`src/rtl/timing_arc_pkg.sv`:
```
// Shared definitions for the timing arc reader.
// Holds the default widths, the delay scale, the FSM state type and the
// saturating-add helpers used by the path accumulator.
package timing_arc_pkg;

  localparam int ARC_AW_DEF = 6;
  localparam int DLY_W_DEF  = 16;
  localparam int SUM_W_DEF  = 20;
  localparam int CNT_W_DEF  = 8;

  // One delay LSB is 1/1024 ns.
  localparam int DLY_LSB_PER_NS = 1024;

  typedef enum logic {
    ACC,
    DONE
  } state_e;

  // Unsigned add that clamps to 2**w-1 instead of wrapping.
  // Operands are assumed to already fit in w bits, with w well below 64.
  function automatic logic [63:0] sat_add(input logic [63:0] a,
                                          input logic [63:0] b,
                                          input int unsigned w);
    logic [63:0] max_v;
    logic [63:0] s;
    max_v = (64'd1 << w) - 64'd1;
    s     = a + b;
    return (s > max_v) ? max_v : s;
  endfunction

  // True when a + b would exceed the w-bit range and sat_add clamps.
  function automatic logic add_ovf(input logic [63:0] a,
                                   input logic [63:0] b,
                                   input int unsigned w);
    logic [63:0] max_v;
    max_v = (64'd1 << w) - 64'd1;
    return (a + b) > max_v;
  endfunction

endpackage

```
`src/rtl/timing_arc_reader_if.sv`:
```
// Host-facing bus of the timing arc reader: table write port, query stream
// and result handshake. The master side is the host, the slave side the reader.
// Optional macro TIMING_WORST_ARC_EN adds the worst-arc result fields.
interface timing_arc_reader_if #(
  parameter int ARC_AW = 6,
  parameter int DLY_W  = 16,
  parameter int SUM_W  = 20,
  parameter int CNT_W  = 8
) ();

  logic              wr_en;
  logic [ARC_AW-1:0] wr_addr;
  logic [DLY_W-1:0]  wr_data;

  logic              q_valid;
  logic              q_ready;
  logic [ARC_AW-1:0] q_arc;
  logic              q_last;

  logic              r_valid;
  logic              r_ready;
  logic [SUM_W-1:0]  r_delay;
  logic [CNT_W-1:0]  r_arcs;
  logic              r_sat;
  logic              r_err;

`ifdef TIMING_WORST_ARC_EN
  logic [DLY_W-1:0]  r_worst_dly;
  logic [ARC_AW-1:0] r_worst_arc;

  modport master (
    output wr_en, wr_addr, wr_data, q_valid, q_arc, q_last, r_ready,
    input  q_ready, r_valid, r_delay, r_arcs, r_sat, r_err,
           r_worst_dly, r_worst_arc
  );

  modport slave (
    input  wr_en, wr_addr, wr_data, q_valid, q_arc, q_last, r_ready,
    output q_ready, r_valid, r_delay, r_arcs, r_sat, r_err,
           r_worst_dly, r_worst_arc
  );
`else
  modport master (
    output wr_en, wr_addr, wr_data, q_valid, q_arc, q_last, r_ready,
    input  q_ready, r_valid, r_delay, r_arcs, r_sat, r_err
  );

  modport slave (
    input  wr_en, wr_addr, wr_data, q_valid, q_arc, q_last, r_ready,
    output q_ready, r_valid, r_delay, r_arcs, r_sat, r_err
  );
`endif

endinterface

```
`src/rtl/timing_arc_table.sv`:
```
// Arc delay table: 2**ARC_AW entries of delay plus a loaded bit.
// Synchronous read with one cycle of latency; a same-cycle write to the
// address being read returns the old data and old loaded bit.
// Reset clears the loaded bits only, the delay storage keeps its contents.
module timing_arc_table
  import timing_arc_pkg::*;
#(
  parameter int ARC_AW = ARC_AW_DEF,
  parameter int DLY_W  = DLY_W_DEF
) (
  input  logic              CP,
  input  logic              RST,
  input  logic              wr_en,
  input  logic [ARC_AW-1:0] wr_addr,
  input  logic [DLY_W-1:0]  wr_data,
  input  logic [ARC_AW-1:0] rd_addr,
  output logic [DLY_W-1:0]  rd_data,
  output logic              rd_loaded
);

  localparam int DEPTH = 2 ** ARC_AW;

  logic [DLY_W-1:0] mem [DEPTH];
  logic [DLY_W-1:0] rd_data_q;
  logic [DEPTH-1:0] loaded_q, loaded_d;
  logic             rd_loaded_q, rd_loaded_d;

  // Delay storage and its read register; no reset so it maps onto block RAM.
  always_ff @(posedge CP) begin
    if (wr_en) begin
      mem[wr_addr] <= wr_data;
    end
    rd_data_q <= mem[rd_addr];
  end

  // Loaded-bit update and read, both taken from the pre-write state.
  always_comb begin
    loaded_d    = loaded_q;
    rd_loaded_d = loaded_q[rd_addr];
    if (wr_en) begin
      loaded_d[wr_addr] = 1'b1;
    end
  end

  // Loaded bits are the only table state that reset clears.
  always_ff @(posedge CP) begin
    if (RST) begin
      loaded_q    <= '0;
      rd_loaded_q <= 1'b0;
    end else begin
      loaded_q    <= loaded_d;
      rd_loaded_q <= rd_loaded_d;
    end
  end

  assign rd_data   = rd_data_q;
  assign rd_loaded = rd_loaded_q;

endmodule

```
`src/rtl/timing_arc_reader.sv`:
```
// Path-delay evaluator: looks up each arc of an incoming path in the arc
// table, accumulates a saturating path delay and arc count, flags unloaded
// arcs, and hands back one result per path.
// Pipeline: S0 accepts the beat and reads the table, S1 accumulates.
// Optional macro TIMING_WORST_ARC_EN also reports the worst single arc.
module timing_arc_reader
  import timing_arc_pkg::*;
#(
  parameter int ARC_AW = ARC_AW_DEF,
  parameter int DLY_W  = DLY_W_DEF,
  parameter int SUM_W  = SUM_W_DEF,
  parameter int CNT_W  = CNT_W_DEF
) (
  input logic CP,
  input logic RST,
  timing_arc_reader_if.slave bus
);

  state_e            state_q, state_d;
  logic              last_pend_q, last_pend_d;
  logic              s1_valid_q, s1_valid_d;
  logic              s1_last_q, s1_last_d;
  logic [SUM_W-1:0]  sum_q, sum_d;
  logic [CNT_W-1:0]  cnt_q, cnt_d;
  logic              sat_q, sat_d;
  logic              err_q, err_d;

  logic              q_fire;
  logic [DLY_W-1:0]  tbl_data;
  logic              tbl_loaded;
  logic [DLY_W-1:0]  arc_dly;

`ifdef TIMING_WORST_ARC_EN
  logic [ARC_AW-1:0] s1_arc_q, s1_arc_d;
  logic [DLY_W-1:0]  worst_dly_q, worst_dly_d;
  logic [ARC_AW-1:0] worst_arc_q, worst_arc_d;
`endif

  // Beats are taken only in ACC with no finished path still draining
  // through S1, and never while reset is being applied.
  assign bus.q_ready = !RST && (state_q == ACC) && !last_pend_q;
  assign q_fire      = bus.q_valid && bus.q_ready;

  timing_arc_table #(
    .ARC_AW (ARC_AW),
    .DLY_W  (DLY_W)
  ) u_table (
    .CP        (CP),
    .RST       (RST),
    .wr_en     (bus.wr_en),
    .wr_addr   (bus.wr_addr),
    .wr_data   (bus.wr_data),
    .rd_addr   (bus.q_arc),
    .rd_data   (tbl_data),
    .rd_loaded (tbl_loaded)
  );

  // An unloaded arc adds nothing to the path delay.
  assign arc_dly = tbl_loaded ? tbl_data : '0;

  // Next-state logic: S0 capture, S1 accumulation, result hand-off.
  always_comb begin
    state_d     = state_q;
    last_pend_d = last_pend_q;
    s1_valid_d  = q_fire;
    s1_last_d   = q_fire && bus.q_last;
    sum_d       = sum_q;
    cnt_d       = cnt_q;
    sat_d       = sat_q;
    err_d       = err_q;
`ifdef TIMING_WORST_ARC_EN
    s1_arc_d    = bus.q_arc;
    worst_dly_d = worst_dly_q;
    worst_arc_d = worst_arc_q;
`endif

    if (q_fire && bus.q_last) begin
      last_pend_d = 1'b1;
    end

    case (state_q)
      ACC: begin
        if (s1_valid_q) begin
          sum_d = SUM_W'(sat_add(64'(sum_q), 64'(arc_dly), SUM_W));
          cnt_d = CNT_W'(sat_add(64'(cnt_q), 64'd1, CNT_W));
          sat_d = sat_q
                  | add_ovf(64'(sum_q), 64'(arc_dly), SUM_W)
                  | add_ovf(64'(cnt_q), 64'd1, CNT_W);
          err_d = err_q | !tbl_loaded;
`ifdef TIMING_WORST_ARC_EN
          if (arc_dly > worst_dly_q) begin
            worst_dly_d = arc_dly;
            worst_arc_d = s1_arc_q;
          end
`endif
          if (s1_last_q) begin
            state_d     = DONE;
            last_pend_d = 1'b0;
          end
        end
      end
      DONE: begin
        if (bus.r_ready) begin
          state_d = ACC;
          sum_d   = '0;
          cnt_d   = '0;
          sat_d   = 1'b0;
          err_d   = 1'b0;
`ifdef TIMING_WORST_ARC_EN
          worst_dly_d = '0;
          worst_arc_d = '0;
`endif
        end
      end
      default: begin
        state_d = ACC;
      end
    endcase
  end

  // State and accumulator registers; reset discards any path in flight.
  always_ff @(posedge CP) begin
    if (RST) begin
      state_q     <= ACC;
      last_pend_q <= 1'b0;
      s1_valid_q  <= 1'b0;
      s1_last_q   <= 1'b0;
      sum_q       <= '0;
      cnt_q       <= '0;
      sat_q       <= 1'b0;
      err_q       <= 1'b0;
`ifdef TIMING_WORST_ARC_EN
      s1_arc_q    <= '0;
      worst_dly_q <= '0;
      worst_arc_q <= '0;
`endif
    end else begin
      state_q     <= state_d;
      last_pend_q <= last_pend_d;
      s1_valid_q  <= s1_valid_d;
      s1_last_q   <= s1_last_d;
      sum_q       <= sum_d;
      cnt_q       <= cnt_d;
      sat_q       <= sat_d;
      err_q       <= err_d;
`ifdef TIMING_WORST_ARC_EN
      s1_arc_q    <= s1_arc_d;
      worst_dly_q <= worst_dly_d;
      worst_arc_q <= worst_arc_d;
`endif
    end
  end

  assign bus.r_valid = (state_q == DONE);
  assign bus.r_delay = sum_q;
  assign bus.r_arcs  = cnt_q;
  assign bus.r_sat   = sat_q;
  assign bus.r_err   = err_q;
`ifdef TIMING_WORST_ARC_EN
  assign bus.r_worst_dly = worst_dly_q;
  assign bus.r_worst_arc = worst_arc_q;
`endif

endmodule

```
`src/flat_wrapper.sv`:
```
// flat-port wrapper written by rule: the top's interface ports become plain ports
module timing_arc_reader_flat import timing_arc_pkg::*;
#(
  parameter int ARC_AW = ARC_AW_DEF,
  parameter int DLY_W  = DLY_W_DEF,
  parameter int SUM_W  = SUM_W_DEF,
  parameter int CNT_W  = CNT_W_DEF
)
  (CP, RST, bus_wr_en, bus_wr_addr, bus_wr_data, bus_q_valid, bus_q_arc, bus_q_last, bus_r_ready, bus_q_ready, bus_r_valid, bus_r_delay, bus_r_arcs, bus_r_sat, bus_r_err);
  timing_arc_reader_if #(.ARC_AW(ARC_AW), .DLY_W(DLY_W), .SUM_W(SUM_W), .CNT_W(CNT_W)) bus_i ();
  input logic CP;
  input logic RST;
  input wire logic [$bits(bus_i.wr_en)-1:0] bus_wr_en;
  input wire logic [$bits(bus_i.wr_addr)-1:0] bus_wr_addr;
  input wire logic [$bits(bus_i.wr_data)-1:0] bus_wr_data;
  input wire logic [$bits(bus_i.q_valid)-1:0] bus_q_valid;
  input wire logic [$bits(bus_i.q_arc)-1:0] bus_q_arc;
  input wire logic [$bits(bus_i.q_last)-1:0] bus_q_last;
  input wire logic [$bits(bus_i.r_ready)-1:0] bus_r_ready;
  output wire logic [$bits(bus_i.q_ready)-1:0] bus_q_ready;
  output wire logic [$bits(bus_i.r_valid)-1:0] bus_r_valid;
  output wire logic [$bits(bus_i.r_delay)-1:0] bus_r_delay;
  output wire logic [$bits(bus_i.r_arcs)-1:0] bus_r_arcs;
  output wire logic [$bits(bus_i.r_sat)-1:0] bus_r_sat;
  output wire logic [$bits(bus_i.r_err)-1:0] bus_r_err;
  assign bus_i.wr_en = bus_wr_en;
  assign bus_i.wr_addr = bus_wr_addr;
  assign bus_i.wr_data = bus_wr_data;
  assign bus_i.q_valid = bus_q_valid;
  assign bus_i.q_arc = bus_q_arc;
  assign bus_i.q_last = bus_q_last;
  assign bus_i.r_ready = bus_r_ready;
  assign bus_q_ready = bus_i.q_ready;
  assign bus_r_valid = bus_i.r_valid;
  assign bus_r_delay = bus_i.r_delay;
  assign bus_r_arcs = bus_i.r_arcs;
  assign bus_r_sat = bus_i.r_sat;
  assign bus_r_err = bus_i.r_err;
  timing_arc_reader #(.ARC_AW(ARC_AW), .DLY_W(DLY_W), .SUM_W(SUM_W), .CNT_W(CNT_W)) u_core (.CP(CP), .RST(RST), .bus(bus_i));
endmodule
```
`config.mk`:
```
export PLATFORM = sky130hd
export DESIGN_NAME = timing_arc_reader_flat
export DESIGN_NICKNAME = d
export VERILOG_FILES = /design/src/rtl/timing_arc_pkg.sv /design/src/rtl/timing_arc_reader_if.sv /design/src/rtl/timing_arc_table.sv /design/src/rtl/timing_arc_reader.sv /design/src/flat_wrapper.sv
export SDC_FILE = /design/constraint.sdc
export NUM_CORES = 1
export LEC_CHECK = 0
export ABC_CLOCK_PERIOD_IN_PS = 7200
export BUFFER_PORTS_ARGS = -buffer_cell sky130_fd_sc_hd__buf_2
export CORE_ASPECT_RATIO = 1.25
export CORE_UTILIZATION = 65
export DETAILED_ROUTE_END_ITERATION = 6
export GPL_TIMING_DRIVEN = 0
export HOLD_SLACK_MARGIN = 0.03
export PLACE_DENSITY = 0.8
export SYNTH_ARGS = -nofsm -noshare
export SYNTH_HDL_FRONTEND = slang
export SYNTH_HIERARCHICAL = 1
export SYNTH_SLANG_ARGS = --single-unit
```
`constraint.sdc`:
```
create_clock -name CP -period 7.2 [get_ports CP]
set_input_delay 0.36 -clock CP [delete_from_list [all_inputs] [get_ports CP]]
set_output_delay 0.36 -clock CP [all_outputs]
set_load 0.01 [all_outputs]
```
== Yosys cells after proc, flatten, opt, wreduce, memory -nomap -nowiden ==
Memories as Yosys holds them, arrays and structs flattened. A register that Yosys moved wholly into a read port is not among the register bits.
Index checks and enable logic that the tools add are counted.
Word-level totals
  register bits after elaboration: 99
  bits in writable memories: 1024
  memories: 1
Cells by class
  add/subtract/negate cells: 2
  $lt $le $gt $ge: 5
  equality and inequality tests: 2
  mux-type cells: 28
  bitwise operators: 5
  reductions and logical operators: 9
Memory list
  u_core.u_table.mem: depth 64, bits a word 16, read ports 1, clocked after memory_dff 1, write ports 1, RTL line timing_arc_table.sv:23  | logic [DLY_W-1:0] mem [DEPTH];
Operator list (count)
  64-bit bitwise OR: 1
  20-bit 2-to-1 mux: 3
  20-bit case mux with 2 select lines: 1
  8-bit 2-to-1 mux: 3
  20-bit by 16-bit adder with 21-bit output: 1
  21-bit by 20-bit greater-than comparator with 1-bit output, second input constant: 1
  16-bit 2-to-1 mux: 1
  8-bit case mux with 2 select lines: 1
  6-bit by 7-bit less-than comparator with 1-bit output, second input constant: 2
  1-bit 2-to-1 mux: 14
  8-bit by 1-bit adder with 9-bit output, second input constant: 1
  9-bit by 8-bit greater-than comparator with 1-bit output, second input constant: 1
  1-bit binary-select mux with 6-bit select: 1
  1-bit demux with 6-bit select: 1
  6-bit by 1-bit >= comparator with 1-bit output, second input constant: 1
  1-bit case mux with 2 select lines: 3
  1-bit logical AND: 5
  1-bit zero test: 3
  1-bit bitwise OR: 3
  2-bit by 1-bit != test with 1-bit output, second input constant: 1
  2-bit != test, second input constant: 1
  2-bit AND reduction: 1
  1-bit inverter: 1

== Longest topological paths before layout ==
Gate-level depths: netlist of run 1.
  depth in word-level cells: 9
  gate-level depth with buffers: 13
  depth with buffers taken out: 11

== Cells and area by module ==
The synthesis of run 1 kept the hierarchy.
By module, submodules not included
  timing_arc_table: times used 1, cells each 1945, area each 41926.5 um^2, sequential area each 32371.0 um^2
  timing_arc_reader: times used 1, cells each 327, area each 2580.0 um^2, sequential area each 680.7 um^2

== Least setup slack after synthesis of run 1 ==
Ideal clock, no wire load.
  kind: reg2reg
  start point: register u_core.u_table.rd_loaded_q (netlist: u_core/u_table/rd_loaded)
  end point: register u_core.sum_q[18] (netlist: u_core/bus.r_delay[18])
  setup time: 130 ps
  arrival time: 2473 ps
  required time: 7070 ps
  setup slack: 4597 ps
  stages on the path, launching flop included: 13
  cell sequence: dfxtp_1 -> clkbuf_1 -> and2_1 -> ha_1 -> inv_1 -> fa_1 -> nand2b_1 -> a21oi_1 -> nor2b_1 -> o21ba_1 -> a32oi_2 -> mux2i_1 -> o22ai_1
Between the ends
  cells in the longest elaborated chain, start to end: 6
RTL lines
  start: declaration: RTL line timing_arc_table.sv:26  | logic rd_loaded_q, rd_loaded_d;
  start signal: assignment: RTL line timing_arc_table.sv:52  | rd_loaded_q <= rd_loaded_d;
  16-bit 2-to-1 mux (*): RTL line timing_arc_reader.sv:59  | assign arc_dly = tbl_loaded ? tbl_data : '0;
  20-bit by 16-bit adder with 21-bit output (*): RTL line timing_arc_pkg.sv:27  | s = a + b;
  21-bit by 20-bit greater-than comparator with 1-bit output: RTL line timing_arc_pkg.sv:28  | return (s > max_v) ? max_v : s;
  20-bit 2-to-1 mux (*): RTL line timing_arc_pkg.sv:28
  20-bit 2-to-1 mux (*): RTL line timing_arc_reader.sv:83  | if (s1_valid_q) begin
  20-bit case mux with 2 select lines (*): RTL line timing_arc_reader.sv:81  | case (state_q)
  end signal: assignment: RTL line timing_arc_reader.sv:142  | sum_q <= sum_d;
  end: declaration: RTL line timing_arc_reader.sv:23  | logic [SUM_W-1:0] sum_q, sum_d;
Mark *: on every way between the ends. The rest lies on a longest branch, timed or not. The select of a mux whose other input is x is not followed.
A chain may end at the register's enable or synchronous reset.

== Worst setup path in the final report of run 1 ==
Same ends and word-level chain as after synthesis.

==> parameters.txt, run 1 <==
Parameter                              Value

Synth
  Synth cell count leaders    1,024 x sky130_fd_sc_hd__edfxtp_1, 296 x sky130_fd_sc_hd__mux4_2, 230 x sky130_fd_sc_hd__nor2_1
  Count of different cell masters after synthesis    64
  Primary flip-flop cell chosen by synthesis mapping    sky130_fd_sc_hd__edfxtp_1
  Post-synthesis cell type with the largest combined area    sky130_fd_sc_hd__edfxtp_1
  Asr flop ratio synth    0%
  Post-synthesis average cell area    19.6 um^2
  Number of enable-type register cells in the synthesized netlist    1,024
  Cell area after technology mapping    0.0445 mm^2
  Synthesized net count    2,325
  Portion of synthesized cell area occupied by the leading cell type    69.1%
  Part of the Yosys area used for sequential elements    74.3%
  Most numerous cell in the Yosys netlist    sky130_fd_sc_hd__edfxtp_1
  Synth top area cells    sky130_fd_sc_hd__edfxtp_1 69%, sky130_fd_sc_hd__mux4_2 15%, sky130_fd_sc_hd__dfxtp_1 5.2%, sky130_fd_sc_hd__nor2_1 1.9%, sky130_fd_sc_hd__mux2i_1 1.1%
  Number of instances in the synthesized netlist    2,272
  Number of warnings reported in the yosys synthesis log    6
  Number of synthesized register bits    1,139

Finish
  Net count, final    2,555
  End-of-flow core utilization    75.0%
  Final Non-Filler Cells    3,453
  Area delta synth->final    13.4%
  Layout cell share with drive strength beyond 1    27.8%
  Post-layout instance area    0.0505 mm^2

Outcome
  Status    complete, no violations

Global route
  Initial antenna violation count    5
  GRT Util Overall    35.1%
  Remaining Overflow, GRT    0
  Largest net degree at the start of global routing    65
  First-pass GRT wire length    170 mm
  Vias in the first global route    24,800

Clock network
  Resized Gates After CTS    0
  Maximum level of the CTS H-tree    3
  Deepest clock path buffer count    3
  CTS tree    built
  Clock-pin slew on the worst setup and hold paths    60 ps
  Number of setup buffers added after CTS    0
  Number of buffers created by CTS    103
  Number of sinks handled by clock tree synthesis    1,139
  Hold buffer count at cts    2
  Worst-skew pair later-pin latency    670 ps
  Cell at the root of the clock tree    sky130_fd_sc_hd__clkbuf_16

Power and ir drop
  VDD IR-drop max    0.273 mV
  Power density cells    267 mW/mm^2
  Leakage power of the design    16.3 nW
  Total power after layout    13.5 mW

Place
  IO buf count    59
  Standard cell area after detailed placement    0.0471 mm^2
  Cell Count Post-Placement    3,259
  Final weighted congestion of routability-driven global placement    0.972
  DP Worst Slack    3490 ps
  DPL Wire Length    74.4 mm

Floorplan
  Die boundary width    236 um
  Count of standard-cell rows    106
  Die Height    295 um
  Total core area    0.0672 mm^2
  Effective utilization at floorplan    66.2%
  IO Pins    66
  Die area    0.0695 mm^2

STA
  TNS Setup    0 ps
  Transition time at the pin with the least slew margin    1430 ps
  Count of final setup violators    0
  Remaining max-slew budget at the tightest pin    4.38%
  Period Utilization, post-route    45.7%
  Final Max Slew Viols    0
  Final Hold Vio Count    0
  Worst Setup Slack, final    3910 ps
  Fmax    0.304 GHz
  Unrepaired setup endpoints after global routing    no
  Worst-case clock skew    28.2 ps
  Final Critical Period    3290 ps
  Worst hold slack    92.0 ps

Critical path
  CP required    7720 ps
  Worst R2R End    u_core/bus.r_delay[18]
  Category of the worst setup path capture point    flip-flop
  Startpoint Class    flip-flop
  Crit Path Class    reg2reg
  Slowest library cell on the worst path    sky130_fd_sc_hd__dfxtp_1
  Startpoint of the worst-slack reg-to-reg timing path    u_core/u_table/rd_loaded
  Register-to-register setup slack    3910 ps
  Crit-path cells    clkbuf_1, and2_1, ha_1, inv_1, fa_1, nand2b_1, a21oi_1, nor2b_1, o21ba_1, a32oi_2, mux2i_1, o22ai_1
  Data arrival at the endpoint of the critical path    3810 ps
  Length in cells of the worst reg-to-reg path    12
  Top fanout value on the critical path    10
  Stage delay of the slowest cell on the critical path    460 ps

Hold path
  Hold worst-path end    u_core/bus.r_valid
  Path type of the worst min-delay path    in2reg
  Hold Path Stages    4
  Startpoint of the lowest-slack hold path    bus_r_ready

Run
  Max_cap viols    0

Routing
  Router iterations before antenna repair    7
  Vias per inst    7.11
  Average detailed-routed wire length per instance    34.3 um
  Starting DRT DRC Count    3,285
  Via count of the routed design    24,500
  DRC violation count after routing    0
  Number of nets still failing antenna checks after routing    0
  DRT Wirelength    118 mm
[worst max-delay path by stage]
stage / from / endpoint / slack, ps / depth (start not counted)
4_1_cts: u_core/u_table/rd_loaded / u_core/bus.r_delay[18] / 3950 / 12
2_1_floorplan: u_core/u_table/rd_loaded / u_core/bus.r_delay[18] / 4600 / 12
3_5_place_dp: bus_q_arc[3] / u_core/u_table/rd_data[9] / 3490 / 7
3_3_place_gp: bus_wr_addr[1] / u_core/u_table/mem[48][9] / 3110 / 4
5_1_grt: u_core/u_table/rd_loaded / u_core/bus.r_delay[18] / 3640 / 12
6_report: u_core/u_table/rd_loaded / u_core/bus.r_delay[18] / 3910 / 12
[power breakdown]
group / total [mW] / switching [mW] / internal (mW) / leakage [nW]
registers: 7.29 / 0.0262 / 7.26 / 10.1
clock network: 5.41 / 2.37 / 3.03 / 1.63
logic: 0.780 / 0.511 / 0.269 / 4.54
[critical path, delay by kind of cell (launching register included)]
family	cells	cell delay (ps)
AOI/OAI and AO/OA	4	920
adders and majority gates	2	610
buffers and inverters	2	360
DFF	1	460
muxes	1	230
and+or+nand+nor	3	570
[per-layer routing]
layer  vias up  track usage, %  share of wire, %
met4        10            19.9               6.2
met1     12600            44.0                33
li1       9709               -                 -
met3       375            6.31                10
met2      1899            58.5                50
met5         -               0              0.12
[cells in the final DEF (no fill, tap or decap), types with 8 or more instances in the layout]
cell | synthesis | final
sky130_fd_sc_hd__edfxtp_1 | 1024 | 1024
sky130_fd_sc_hd__mux4_2 | 296 | 296
sky130_fd_sc_hd__nor2_1 | 230 | 170
sky130_fd_sc_hd__dfxtp_1 | 115 | 115
sky130_fd_sc_hd__clkbuf_16 | 0 | 108
sky130_fd_sc_hd__buf_2 | 34 | 90
sky130_fd_sc_hd__clkbuf_1 | 56 | 82
sky130_fd_sc_hd__nand2_1 | 76 | 76
sky130_fd_sc_hd__a21oi_1 | 69 | 69
sky130_fd_sc_hd__nor2_2 | 0 | 60
sky130_fd_sc_hd__mux2i_1 | 47 | 47
sky130_fd_sc_hd__buf_8 | 0 | 45
sky130_fd_sc_hd__o21ai_0 | 26 | 26
sky130_fd_sc_hd__and2_1 | 23 | 23
sky130_fd_sc_hd__a22oi_1 | 20 | 20
sky130_fd_sc_hd__ha_1 | 18 | 18
sky130_fd_sc_hd__a311oi_1 | 17 | 17
sky130_fd_sc_hd__clkinv_2 | 0 | 16
sky130_fd_sc_hd__buf_4 | 13 | 16
sky130_fd_sc_hd__buf_1 | 15 | 15
sky130_fd_sc_hd__mux2_2 | 14 | 14
sky130_fd_sc_hd__o22ai_1 | 14 | 14
sky130_fd_sc_hd__nand3_1 | 13 | 13
sky130_fd_sc_hd__a32oi_1 | 13 | 13
sky130_fd_sc_hd__clkinv_1 | 0 | 12
sky130_fd_sc_hd__buf_6 | 2 | 12
sky130_fd_sc_hd__clkbuf_8 | 1 | 11
sky130_fd_sc_hd__nor2b_1 | 11 | 11
sky130_fd_sc_hd__a211oi_1 | 11 | 11
sky130_fd_sc_hd__o21ai_1 | 10 | 10
sky130_fd_sc_hd__xnor2_1 | 9 | 9
sky130_fd_sc_hd__buf_16 | 0 | 9
sky130_fd_sc_hd__inv_1 | 8 | 8
[sequential cells by signal (all words and copies together), names as in the netlist]
register	flops
u_core/bus.r_arcs	8
u_core/bus.r_delay	20
u_core/bus.r_err	1
u_core/bus.r_sat	1
u_core/bus.r_valid	1
u_core/last_pend_q	1
u_core/s1_last_q	1
u_core/s1_valid_q	1
u_core/u_table/loaded_q	64
u_core/u_table/mem	1024
u_core/u_table/rd_data	16
u_core/u_table/rd_loaded	1
[layout make-up]
class / instances / area, um^2
Multi-Input combinational cell: 1002 / 11000
Sequential cell: 1139 / 33100
Clock inverter: 47 / 399
Fill cell: 3512 / 16800
Inverter: 10 / 37.5
Antenna cell: 1 / 2.50
Buffer: 121 / 571
Timing Repair Buffer: 125 / 1360
Tap cell: 864 / 1080
Clock buffer: 144 / 2940
[cells by family (layout without fill, tap and decap cells)]
kind of cell               after synthesis  in the layout  synth area share [%]
xor gates and xnor gates                16             16                 0.315
adders and majority gates               19             19                 0.551
DFF                                   1139           1139                  74.3
AOI/OAI and AO/OA                      215            215                  3.26
other                                    0              1                     0
muxes                                  357            357                  16.4
and+or+nand+nor                        395            395                  3.86
buffers and inverters                  131            447                  1.37
Note: power is estimated with default switching activity, not from simulation.
==> run 2: changes to the inputs <==
--- a/config.mk
+++ b/config.mk
@@ -5,14 +5,14 @@
 export SDC_FILE = /design/constraint.sdc
 export NUM_CORES = 1
 export LEC_CHECK = 0
-export ABC_CLOCK_PERIOD_IN_PS = 7200
+export ABC_CLOCK_PERIOD_IN_PS = 2750
 export BUFFER_PORTS_ARGS = -buffer_cell sky130_fd_sc_hd__buf_2
 export CORE_ASPECT_RATIO = 1.25
-export CORE_UTILIZATION = 65
+export CORE_UTILIZATION = 56
 export DETAILED_ROUTE_END_ITERATION = 6
 export GPL_TIMING_DRIVEN = 0
 export HOLD_SLACK_MARGIN = 0.03
-export PLACE_DENSITY = 0.8
+export PLACE_DENSITY = 0.73
 export SYNTH_ARGS = -nofsm -noshare
 export SYNTH_HDL_FRONTEND = slang
 export SYNTH_HIERARCHICAL = 1
==> constraint.sdc (replaced) <==
create_clock -name CP -period 2.75 [get_ports CP]
set_input_delay 0.1375 -clock CP [delete_from_list [all_inputs] [get_ports CP]]
set_output_delay 0.1375 -clock CP [all_outputs]
set_load 0.01 [all_outputs]
==> run 2 against run 1 <==
Net effect: the flow now finishes with violations (negative setup slack); cell count up 6.0%; setup slack lost 4000 ps; combinational power grew to 2.6 times the previous value; sequential share of layout area fell by 0.71 points; flip-flop and latch count did not move; sequential power increased to 2.6 times the previous value; hold slack worse by 34 ps; design area increased by 1.1%; register-to-register slack lost 3900 ps; critical path type is now in2reg; critical endpoint is now u_core/u_table/rd_data[9]; largest cell class unchanged; highest routed layer unchanged.
==> parameters.txt, run 2 (synthesis gave the netlist of run 1 again) <==
Parameter                              Value

Global route
  Vias in the first global route    23,800 (-4.1%)
  Largest net degree at the start of global routing    65 (unchanged)
  GRT Util Overall    28.5% (-6.6 points)
  Initial antenna violation count    5 (unchanged)
  Remaining Overflow, GRT    0 (unchanged)
  First-pass GRT wire length    161 mm (-5.3%)

Critical path
  Instance count on the critical path    7 (-5)
  Length in cells of the worst reg-to-reg path    12 (unchanged)
  Top fanout value on the critical path    10 (unchanged)
  Stage delay of the slowest cell on the critical path    760 ps (+300 ps)
  Startpoint of the worst-slack reg-to-reg timing path    u_core/u_table/rd_loaded
  Startpoint Class    input port
  Kind of cell adding the most delay to the critical path    buffers and inverters
  Category of the worst setup path capture point    flip-flop
  Critical Path Source    bus_q_arc[3]
  Data arrival at the endpoint of the critical path    3370 ps (-440 ps)
  Slowest library cell on the worst path    sky130_fd_sc_hd__clkbuf_1
  Crit Path Class    in2reg
  CP Buf/Inv Count    4 (+2)
  Crit-path cells    buf_2, clkbuf_1, clkbuf_1, clkbuf_1, a32oi_1, a22oi_1, o21ai_0
  CP required    3300 ps (-4420 ps)
  Cell occurring most often along the worst timing path    sky130_fd_sc_hd__clkbuf_1

Power and ir drop
  Leakage power of the design    16.5 nW (+1.0%)
  Power density cells    700 mW/mm^2 (+160%)
  VDD IR-drop max    0.601 mV (+120%)

Hold path
  Startpoint of the lowest-slack hold path    bus_wr_data[5]
  Path type of the worst min-delay path    in2reg
  Hold Path Stages    1 (-3)

STA
  Remaining max-slew budget at the tightest pin    4.80% (+0.42 points)
  Transition time at the pin with the least slew margin    1430 ps (-6.25 ps)
  Fmax    0.354 GHz
  Worst Setup Slack, final    -75.5 ps (-3990 ps)
  TNS Setup    -75.5 ps (-75.5 ps)
  Worst-case clock skew    24.1 ps (-4.08 ps)
  Final Critical Period    2830 ps
  Count of final setup violators    1 (+1)
  Final Hold Vio Count    0 (unchanged)
  Period Utilization, post-route    103%
  Final Max Slew Viols    0 (unchanged)

Floorplan
  Effective utilization at floorplan    56.5% (-9.6 points)
  Die Height    317 um (+7.7%)
  Die area    0.0806 mm^2 (+16%)
  IO Pins    66 (unchanged)
  Die boundary width    254 um (+7.7%)
  Total core area    0.0787 mm^2 (+17%)
  Count of standard-cell rows    115 (+8.5%)

Finish
  Multi-input logic area    0.0111 mm^2 (+0.84%)
  Final Non-Filler Cells    3,659 (+6.0%)
  Number of filler cells placed in the layout    5,065 (+44%)
  Register ranked first by flip-flop count    u_core/u_table/mem
  Layout cell share with drive strength beyond 1    28.6% (+0.78 points)
  Commonest cells after routing, fill and taps aside    1,024 x sky130_fd_sc_hd__edfxtp_1, 296 x sky130_fd_sc_hd__mux4_2, 169 x sky130_fd_sc_hd__nor2_1
  Commonest non-fill, non-tap cell in the layout    sky130_fd_sc_hd__edfxtp_1
  Register area    0.0331 mm^2 (about the same)
  Area delta synth->final    14.6%
  Number of flip-flops under the largest register name    1,024 (unchanged)
  Net count, final    2,567 (+0.47%)

Clock network
  Clock-pin slew on the worst setup and hold paths    60 ps (about the same)
  Worst-skew pair later-pin latency    690 ps (+20 ps)
  Cell at the root of the clock tree    sky130_fd_sc_hd__clkbuf_16
  Deepest clock path buffer count    3 (unchanged)
  Number of sinks handled by clock tree synthesis    1,139 (unchanged)
  Maximum level of the CTS H-tree    3 (unchanged)
  CTS tree    built
  Number of buffers created by CTS    105 (+1.9%)

Run
  Max_cap viols    0 (unchanged)

Routing
  Starting DRT DRC Count    2,882 (-12%)
  Router iterations before antenna repair    5 (-2)
  Vias per inst    6.41 (-9.8%)
  Average detailed-routed wire length per instance    30.6 um (-11%)
  Via count of the routed design    23,500 (-4.4%)
  DRC violation count after routing    0 (unchanged)
  Number of nets still failing antenna checks after routing    0 (unchanged)
  DRT Wirelength    112 mm (-5.5%)

Outcome
  Violations in the final reports    negative setup slack
  Status    finished with violations

Place
  DPL Wire Length    72.9 mm (-2.0%)
  Cell Count Post-Placement    3,444 (+5.7%)
  Final weighted congestion of routability-driven global placement    0.998 (+2.7%)
  IO buf count    59 (unchanged)
-- run 2: changes by cell type in the layout (fill, tap and decap cells not counted), sizes merged --
cell	change
clkinvlp	-2
clkbuf	-11
dlygate4sd3	+7
bufinv	+5
buf	+3
clkinv	+13
inv	+2
-- run 2: where the power goes --
part,total [mW],leakage (nW),internal [mW],switching (mW)
clock network,14.6,1.72,8.35,6.27
registers,19.1,10.1,19.0,0.0609
logic,2.04,4.61,0.718,1.32
-- run 2: layout make-up --
type	count	area share [%]
tap	1053	2.58
buffer	121	1.15
clock inverter	65	1.20
inverter	10	0.0736
multi-input combinational	1002	21.8
sequential	1139	64.8
timing repair buffer	135	2.78
clock buffer	133	5.64
antenna	1	0.00491
-- run 2: per-stage QoR --
stage / area [um^2] / power (mW) / hold slack [ps] / utilization (%) / worst slack [ps]
final: 51000 / 35.7 / 57.7 / 64.8 / -75.5
after global routing: 51000 / 36.7 / 95.1 / 64.8 / -6.94
after CTS: 50900 / 35.9 / 141 / 64.7 / 24.2
after detailed placement: 47300 / 21.4 / 361 / 60.0 / -645
after global placement: 46100 / 21.4 / 355 / 58.6 / -901
after floorplan: 44500 / 20.5 / 236 / - / 147
-- run 2: repair_timing --
action / in CTS / in global routing
hold buffers: 9 / 0
gates resized for setup: 14 / 12
pin swaps: 3 / 6
hold endpoints to repair: 19 / 0
setup buffers: 1 / 6
setup endpoints to repair: 21 / 49
gates cloned: 0 / 0
-- run 2: worst paths after layout --
kind                                                   to  slack [ps]
worst max-delay path            u_core/u_table/rd_data[9]         -80
worst min-delay path            u_core/u_table/mem[18][5]          60
worst max register to register     u_core/bus.r_delay[18]          50
worst min register to register           u_core/bus.r_err         460
-- run 2: routing by layer --
metal  global-route usage, %  wire, um
met5                       0        46
met4                    13.6      5450
met3                    5.11      8910
met2                    47.4     56100
met1                    36.7     41300
==> run 3: changes to the inputs <==
--- a/config.mk
+++ b/config.mk
@@ -8,11 +8,12 @@
 export ABC_CLOCK_PERIOD_IN_PS = 2750
 export BUFFER_PORTS_ARGS = -buffer_cell sky130_fd_sc_hd__buf_2
 export CORE_ASPECT_RATIO = 1.25
-export CORE_UTILIZATION = 56
+export CORE_UTILIZATION = 59
+export CTS_BUF_LIST = sky130_fd_sc_hd__clkbuf_2
 export DETAILED_ROUTE_END_ITERATION = 6
 export GPL_TIMING_DRIVEN = 0
 export HOLD_SLACK_MARGIN = 0.03
-export PLACE_DENSITY = 0.73
+export PLACE_DENSITY = 0.76
 export SYNTH_ARGS = -nofsm -noshare
 export SYNTH_HDL_FRONTEND = slang
 export SYNTH_HIERARCHICAL = 1
==> run 3 against run 2 <==
Net effect: the run ends with design-rule violations, negative setup slack left; hold slack gained 240 ps; via count grew 7.0%; routed wire length grew 4.6%; combinational power grew 8%; first-iteration DRC count grew 8.0%; clock skew grew 150 ps; count of clock-buffer cells in the layout grew 266; sequential share of layout area grew 0.20 points; power shrank 11%; utilization grew 3.3 points; setup slack lost 6.2 ps.
==> parameters.txt, run 3 (synthesis gave the netlist of run 1 again) <==
Parameter                              Value

Power and ir drop
  Leakage power of the design    17.1 nW (+3.6%)
  Power density cells    625 mW/mm^2 (-11%)
  Internal power summed over all cells    24.0 mW (-14%)
  Flop pwr share    59.9% (+6.5 points)
  Fraction of power spent switching nets    24.4% (+3.0 points)
  VDD IR-drop max    0.431 mV (-28%)
  Portion of total power attributed to combinational logic    6.9% (+1.2 points)
  Clock network power share    33.2% (-7.7 points)
  Net switching power    7.77 mW (+1.6%)

STA
  Period Utilization, post-route    103% (+0.22 points)
  TNS Setup    -682 ps (-607 ps)
  Count of final setup violators    14 (+13)
  Worst Setup Slack, final    -81.7 ps (-6.15 ps)
  Final Max Slew Viols    0 (unchanged)
  Worst hold slack    300 ps (+243 ps)
  Worst-case clock skew    175 ps (+151 ps)
  Final Hold Vio Count    0 (unchanged)
  Remaining max-slew budget at the tightest pin    12.0% (+7.3 points)
  Final Critical Period    2830 ps (+6.15 ps)
  Fmax    0.353 GHz (-0.22%)
  Transition time at the pin with the least slew margin    1320 ps (-109 ps)

Finish
  Register area    0.0331 mm^2 (unchanged)
  Net count, final    2,828 (+10%)
  Number of flip-flops under the largest register name    1,024 (unchanged)
  End-of-flow core utilization    68.1% (+3.3 points)
  Layout cell share with drive strength beyond 1    34.2% (+5.6 points)
  Number of filler cells placed in the layout    4,746 (-6.3%)
  Commonest cells after routing, fill and taps aside    1,024 x sky130_fd_sc_hd__edfxtp_1, 399 x sky130_fd_sc_hd__clkbuf_2, 296 x sky130_fd_sc_hd__mux4_2
  Commonest non-fill, non-tap cell in the layout    sky130_fd_sc_hd__edfxtp_1
  Multi-input logic area    0.0111 mm^2 (-0.20%)
  Register ranked first by flip-flop count    u_core/u_table/mem
  Area delta synth->final    14.3%

Routing
  Starting DRT DRC Count    3,112 (+8.0%)
  DRC violation count after routing    18 (+18)
  Router iterations before antenna repair    7 (+2)
  Via count of the routed design    25,100 (+7.0%)
  Average detailed-routed wire length per instance    29.8 um (-2.6%)
  Vias per inst    6.39 (-0.36%)
  DRT Wirelength    117 mm (+4.6%)
  Number of nets still failing antenna checks after routing    0 (unchanged)

Floorplan
  Count of standard-cell rows    112 (-2.6%)
  Effective utilization at floorplan    59.6% (+3.0 points)
  Die Height    309 um (-2.6%)
  Die area    0.0765 mm^2 (-5.1%)
  Die boundary width    248 um (-2.6%)
  IO Pins    66 (unchanged)
  Total core area    0.0747 mm^2 (-5.1%)

Hold path
  Hold worst-path end    u_core/u_table/rd_loaded
  Startpoint of the lowest-slack hold path    bus_q_arc[2]
  Path type of the worst min-delay path    in2reg
  Hold Path Stages    6 (+5)

Global route
  Largest net degree at the start of global routing    65 (unchanged)
  Vias in the first global route    25,600 (+7.9%)
  First-pass GRT wire length    167 mm (+3.5%)
  Remaining Overflow, GRT    0 (unchanged)
  Initial antenna violation count    6 (+1)
  GRT Util Overall    31.5% (+3.0 points)

Place
  IO buf count    59 (unchanged)
  Final weighted congestion of routability-driven global placement    0.996 (-0.15%)
  DPL Wire Length    73.4 mm (+0.63%)

Run
  Max_cap viols    0 (unchanged)

Critical path
  Register-to-register setup slack    40 ps (about the same)
  Worst R2R End    u_core/u_table/rd_data[0]
  Crit Path Class    in2reg
  Startpoint of the worst-slack reg-to-reg timing path    u_core/u_table/mem[34][0]
  Data arrival at the endpoint of the critical path    3830 ps (+460 ps)
  Startpoint Class    input port
  CP required    3750 ps (+450 ps)
  Category of the worst setup path capture point    flip-flop
  Top fanout value on the critical path    13 (+3)
  Length in cells of the worst reg-to-reg path    5 (-7)

Outcome
  Violations in the final reports    design-rule violations, negative setup slack
  Status    finished with violations

Clock network
  CTS tree    built
  Number of sinks handled by clock tree synthesis    1,139 (unchanged)
  Number of buffers created by CTS    278 (+160%)
  Clock-pin slew on the worst setup and hold paths    80 ps (+20 ps)
  Maximum level of the CTS H-tree    5 (+2)
  Deepest clock path buffer count    4 (+1)
  Worst-skew pair later-pin latency    1430 ps (+740 ps)
  Cell at the root of the clock tree    sky130_fd_sc_hd__clkbuf_2
[run 3: area by class of cell]
type | instances | area share (%)
Clock inverter | 60 | 0.662
Multi-Input combinational cell | 1002 | 21.8
Clock buffer | 399 | 3.93
Antenna cell | 7 | 0.0344
Buffer | 121 | 1.15
Sequential cell | 1139 | 65.0
Inverter | 10 | 0.0738
Tap cell | 969 | 2.38
Timing Repair Buffer | 223 | 4.98
[run 3: power groups by stage]
| stage | Combinational, mW | Sequential, mW | Clock (mW) |
|---|---|---|---|
| floorplan | 1.09 | 19.4 | 0 |
| global placement | 1.89 | 19.4 | 0 |
| detailed placement | 1.97 | 19.4 | 0 |
| CTS | 2.17 | 19.0 | 10.8 |
| global route | 2.29 | 19.1 | 11.6 |
| finish | 2.21 | 19.0 | 10.5 |
[run 3: critical path, stage by stage]
cell and delay, ps:
sky130_fd_sc_hd__dlygate4sd3_1 570, sky130_fd_sc_hd__buf_2 120, sky130_fd_sc_hd__dlygate4sd3_1 570, sky130_fd_sc_hd__clkbuf_1 420, sky130_fd_sc_hd__nor2b_1 210, sky130_fd_sc_hd__dlygate4sd3_1 650
sky130_fd_sc_hd__nand2_1 370, sky130_fd_sc_hd__nor2_2 530, sky130_fd_sc_hd__buf_8 240
[run 3: per-layer routing]
metal	share of wire (%)	wire (um)	up-vias	track usage [%]
li1	-	-	10400	-
met4	5.9	6890	4	19.5
met1	34	40300	12800	38.8
met5	0.023	27	-	0
met3	9.8	11500	295	7.57
met2	50	58300	1551	50.5
[run 3: how the worst max path moves through the flow]
stage | startpoint | endpoint | cells after the start
global placement | bus_wr_addr[1] | u_core/u_table/mem[40][2] | 4
floorplan | u_core/u_table/rd_loaded | u_core/bus.r_delay[18] | 12
CTS | u_core/u_table/rd_loaded | u_core/bus.r_delay[18] | 12
global route | u_core/u_table/rd_loaded | u_core/bus.r_delay[1] | 12
finish | bus_wr_addr[0] | u_core/u_table/mem[1][9] | 9
detailed placement | u_core/u_table/rd_loaded | u_core/bus.r_delay[18] | 12
[run 3: per-stage QoR]
step                total power, mW  setup slack, ps  area [um^2]  std cells
finish                         31.8            -81.7        50900       3930
global route                   32.9            -9.94        50900       3929
detailed placement             21.4             -521        47200       3361
floorplan                      20.5              147        44500       2272
global placement               21.3             -829        46000       3300
CTS                            32.0             9.05        50700       3915
[run 3: repair_timing]
item / CTS / global route
pin swaps: 1 / 1
hold endpoints to repair: 2163 / 112
cloned: 0 / 1
endpoints found under the setup margin: 21 / 24
setup buffers: 0 / 4
hold buffers: 95 / 2
gates resized for setup: 14 / 8
